## src/rtl/power_avg_sequencer.sv

```systemverilog
// Power-sample window accumulator that hands each completed window sum/count to an
// external division32 unit and publishes the resulting average.
module power_avg_sequencer #(
    parameter int unsigned SAMPLE_W = 16,
    parameter int unsigned CNT_W    = 16
) (
    input  logic                clk,
    input  logic                rst,
    input  logic                sample_valid,
    input  logic [SAMPLE_W-1:0] sample,
    input  logic [CNT_W-1:0]    win_len,
    output logic                div_go,
    output logic [31:0]         div_dividend,
    output logic [31:0]         div_divisor,
    input  logic                div_done,
    input  logic [31:0]         div_quotient,
    output logic [31:0]         avg,
    output logic                avg_valid,
    output logic                busy,
    output logic                overrun
);
    typedef enum logic [1:0] {D_IDLE, D_GO, D_WAIT} state_t;

    state_t           state;
    logic [31:0]      acc_sum;
    logic [CNT_W-1:0] acc_cnt;
    logic [CNT_W-1:0] win_reg;
    logic             done_q;

    logic [CNT_W-1:0] win_eff;
    logic [CNT_W-1:0] cnt_next;
    logic [31:0]      sum_next;
    logic             win_done;
    logic             done_rise;

    // The first sample of a window must be compared against the length being latched
    // in the same cycle, otherwise a one-sample window could never complete.
    always_comb begin
        win_eff = win_reg;
        if (acc_cnt == '0) begin
            win_eff = (win_len == '0) ? CNT_W'(1) : win_len;
        end
        cnt_next  = acc_cnt + CNT_W'(1);
        sum_next  = acc_sum + 32'(sample);
        win_done  = sample_valid && (cnt_next == win_eff);
        done_rise = div_done && !done_q;
    end

    always_ff @(posedge clk or negedge rst) begin
        if (!rst) begin
            state        <= D_IDLE;
            acc_sum      <= '0;
            acc_cnt      <= '0;
            win_reg      <= '0;
            done_q       <= 1'b0;
            div_go       <= 1'b0;
            div_dividend <= '0;
            div_divisor  <= '0;
            avg          <= '0;
            avg_valid    <= 1'b0;
            busy         <= 1'b0;
            overrun      <= 1'b0;
        end else begin
            done_q    <= div_done;
            div_go    <= 1'b0;
            avg_valid <= 1'b0;

            if (sample_valid) begin
                if (acc_cnt == '0) begin
                    win_reg <= win_eff;
                end
                if (win_done) begin
                    acc_sum <= '0;
                    acc_cnt <= '0;
                    if (state == D_IDLE) begin
                        div_dividend <= sum_next;
                        div_divisor  <= 32'(cnt_next);
                        div_go       <= 1'b1;
                        busy         <= 1'b1;
                        state        <= D_GO;
                    end else begin
                        overrun <= 1'b1;
                    end
                end else begin
                    acc_sum <= sum_next;
                    acc_cnt <= cnt_next;
                end
            end

            // A window completing in D_WAIT was already dropped above using the current
            // state, so a coincident done rise still retires the outstanding division.
            case (state)
                D_GO: state <= D_WAIT;
                D_WAIT: begin
                    if (done_rise) begin
                        avg       <= div_quotient;
                        avg_valid <= 1'b1;
                        busy      <= 1'b0;
                        state     <= D_IDLE;
                    end
                end
                default: ;
            endcase
        end
    end
endmodule
```

## config.mk

```make
export PLATFORM = sky130hd
export DESIGN_NAME = power_avg_sequencer
export DESIGN_NICKNAME = d
export VERILOG_FILES = /design/src/rtl/power_avg_sequencer.sv
export SDC_FILE = /design/constraint.sdc
export NUM_CORES = 1
export LEC_CHECK = 0
export ABC_AREA = 1
export BUFFER_PORTS_ARGS = -buffer_cell sky130_fd_sc_hd__buf_2
export CAP_MARGIN = 25
export CORE_UTILIZATION = 56
export DETAILED_ROUTE_END_ITERATION = 8
export PLACE_DENSITY = 0.88
export SLEW_MARGIN = 20
export SYNTH_ARGS = -nofsm -noshare
export SYNTH_HDL_FRONTEND = slang
export SYNTH_SLANG_ARGS = --single-unit
```

## constraint.sdc

```tcl
create_clock -name clk -period 3.3 [get_ports clk]
set_clock_uncertainty 0.1 [all_clocks]
set_input_delay 0 -clock clk [delete_from_list [all_inputs] [get_ports clk]]
set_output_delay 0 -clock clk [all_outputs]
set_load 0.005 [all_outputs]
```

==> key figures <==
Critical path
  – Crit path kind: flip-flop to flip-flop
  – WP data required: 3.47 ns
  – Arr. time, crit path: between 3 and 4 ns
  – Most common cell on crit path: nand2_1
  – Crit path cell chain: inv_2 > ha_1 > inv_1 > nor2_1 > nand2_1 > nor2_4 > nand2_2 > nand2_1 > nand2_1 > nand2_1 > nand2_1 > nor2_1 > nand2_1 > nor2_2 > nand3_2 > buf_4 > nand3_1 > o21ai_0
  – Worst Path Buf+Inv: 3
  – Slowest CP cell: dfrtp_1
  – Worst setup SP type: flip-flop
  – Worst-path fanout max: 50
  – CP max stage delay: ~0.44 ns
  – Worst Setup End Kind: flip-flop
  – CP delay by family, top: simple AND/OR/NAND/NOR gates

Placement
  – Detailed placement HPWL: 15500 microns
  – GP Congestion: 0.955
  – Placed Cells: 1528
  – Port-buffer cells: 151

Detailed routing
  – Post-route DRC: 0
  – Via-to-Cell Ratio: 5.29
  – Iter 0 DRT Violations: between 800 and 900
  – Total number of vias: around 8600
  – Drt pass-1 iters: 6
  – DRT antenna net count: 0
  – Routed wire length: around 24000 microns
  – WL/cell: 14.8 microns

Finish
  – Top flop regs: acc_sum: 32 flops, avg: 32 flops, div_dividend: 32 flops
  – ANT cells: 0
  – Area growth, synth to finish: 23.7%
  – Layout Cells excl Fill: about 1600
  – Layout cells sized above 1: 14.9%
  – Total Nets Final: 1511

Power
  – LEAKAGE: 6.10 nW
  – IR drop worst, VDD: 432 uV
  – Cell Pwr Density: 623 nW/um^2

Clock network
  – TritonCTS clock tree: built
  – Sink Count: 151
  – H-Tree Depth: 4
  – Longest Clk Path Bufs: 2
  – Clock transition at the registers of the reported paths: 0.06 ns
  – Post-CTS setup buffers: 0
  – Clk root buf: clkbuf_16
  – Total CTS buffers: 17
  – Skew-Pair Late Insertion Delay: 0.43 ns

Timing
  – Final setup fails: 0
  – Fin. max-slew vios: 0
  – Worst Tran Pin Value: 0.763 ns
  – Fmax: about 320 MHz
  – Fin crit share: 93.4%
  – Fin. Hold Viols: 0
  – RSZ-0062 raised after global routing: no
  – Min Tclk post-route: 3.08 ns
  – Setup TNS: 0 ns
  – Slew HR: a little under 50%

Global routing
  – Initial antenna violation count: 0
  – GRT Util Overall: 31.4%
  – First-pass GRT wire length: between 30000 and 40000 microns
  – Vias in the first global route: around 8300
  – Pin count of the biggest net entering global routing: 75
  – Total grt overflow: 0

Status
  – Status: complete, no violations

Synthesis
  – Post-synth EDFFs: 0
  – Synth top cells by count: nand2_1, dfrtp_1, nand3_1
  – Ys async rst share: 100%
  – Most frequent cell after synthesis: nand2_1
  – Syn Area/Cell: a little over 7 sq um
  – Seq/Total Area, Yosys: 43.9%
  – Mapped Area: 8610 sq um
  – Main flop type after synthesis: dfrtp_1
  – Area fraction of the dominant cell type after synthesis: between 40 and 50%
  – Syn Inst Count: 1215
  – Yosys warning total: 0
  – Area contributors post-synth: dfrtp_1, nand2_1, nand3_1, inv_1, nor2_1
  – Synth area leader: dfrtp_1
  – #FFs+latches synth: 151
  – Yosys cell types: 32

Die
  – Core area: 14800 sq um
  – Die Ht: 126 microns
  – Die W: roughly 130 microns
  – Initial Utilization: about 60%
  – Ports: 168
  – FP Rows: 44
  – Die Footprint: 15900 sq um

Flow run
  – Max cap viols: 0

Hold path
  – Hold WC Path Type: input port to flip-flop
worst paths after layout:
check | cells after the start | slack [ns] | startpoint | end
worst min register to register | 2 | 0.37 | div_dividend[4] | div_dividend[4]
worst max register to register | 18 | 0.22 | acc_cnt[0] | acc_sum[1]
worst max-delay path | 18 | 0.22 | acc_cnt[0] | acc_sum[1]
max in group asynchronous | 3 | 2.19 | rst | acc_sum[30]
worst min-delay path | 5 | 0.02 | sample[3] | div_dividend[3]
min in group asynchronous | 2 | 0.06 | rst | acc_sum[0]
report_power, final:
part           internal (mW)  switching, mW
registers               2.12          0.238
logic                  0.832           1.54
clock network           1.08          0.833
total                   4.03           2.61
stage by stage:
stage / hold slack (ns) / util (%) / area, sq um / setup slack [ns] / total power, mW
5_1_grt: 0.0325 / 72.2 / 10700 / 0.0264 / 7.05
3_3_place_gp: -0.0369 / 64.3 / 9490 / 0.424 / 4.54
6_report: 0.0230 / 72.2 / 10700 / 0.219 / 6.63
3_5_place_dp: -0.0380 / 64.3 / 9490 / 0.320 / 4.60
2_1_floorplan: -0.396 / - / 8670 / 0.818 / 4.04
4_1_cts: 0.0107 / 72.2 / 10600 / 0.279 / 6.58
area by class of cell:
class | instances | area, sq um
clock inverters | 14 | 138
well taps | 184 | 230
inverters | 113 | 424
multi-input cells | 913 | 4170
repair buffers | 225 | 1480
fillers | 1143 | 4100
clock buffers | 18 | 439
flip-flops and latches | 151 | 3780
cell families after synthesis:
family	Yosys count	share of synthesized area, %
AND/OR/NAND/NOR	763	36.5
adder cells (fa/ha/maj)	22	3.28
other	1	0.0435
XOR/XNOR	29	2.95
buffers and inverters	166	8.43
multiplexers	1	0.116
flip-flops	151	43.9
AO/OA/AOI/OAI	82	4.84
layer usage:
layer  track usage [%]  vias up  share of wire (%)
met1              41.7     3946                 43
met3              6.37       49                7.7
met2              51.7      382                 47
li1                  -     4182                  -
met4              9.78        0                1.8
met5                 0        -                  0
placed cells by master, fill, tap and decap left out, types with 2 or more instances in the layout:
cell type      netlist  final
nand3b_1             8      8
xor2_1              22     22
nor3_1               4      4
inv_8                0      2
inv_6                0      4
clkinv_1             2      2
conb_1               1     16
nand2_2              2      2
nand2_1            528    528
ha_1                21     21
nand3_1            112    112
clkbuf_16            0     17
nor2_1              82     82
inv_1              110    110
buf_2                4    150
dfrtp_1            151    151
dlygate4sd3_1        0     58
clkinv_2             0      3
xnor2_1              7      6
a21oi_1             21     21
buf_4               16     15
nor2_4               5      5
clkinv_4             0      4
o21ai_1              3      3
nand4_1             15     15
o21ai_0             55     55
nor2_2               5      5
worst reg2reg max path: stages, from the launching register on:
cell,delay [ns]
dfrtp_1,0.44
inv_2,0.12
ha_1,0.17
inv_1,0.05
nor2_1,0.08
nand2_1,0.09
nor2_4,0.22
nand2_2,0.25
nand2_1,0.14
nand2_1,0.08
nand2_1,0.11
nand2_1,0.06
nor2_1,0.11
nand2_1,0.08
nor2_2,0.13
nand3_2,0.12
buf_4,0.32
nand3_1,0.17
o21ai_0,0.11
what timing repair did:
action,in CTS,in global routing
hold buffers,58,0
resized for setup,0,1
endpoints found under the setup margin,0,4
hold endpoints to repair,131,0
No activity file was read; power rests on OpenSTA's default activity.
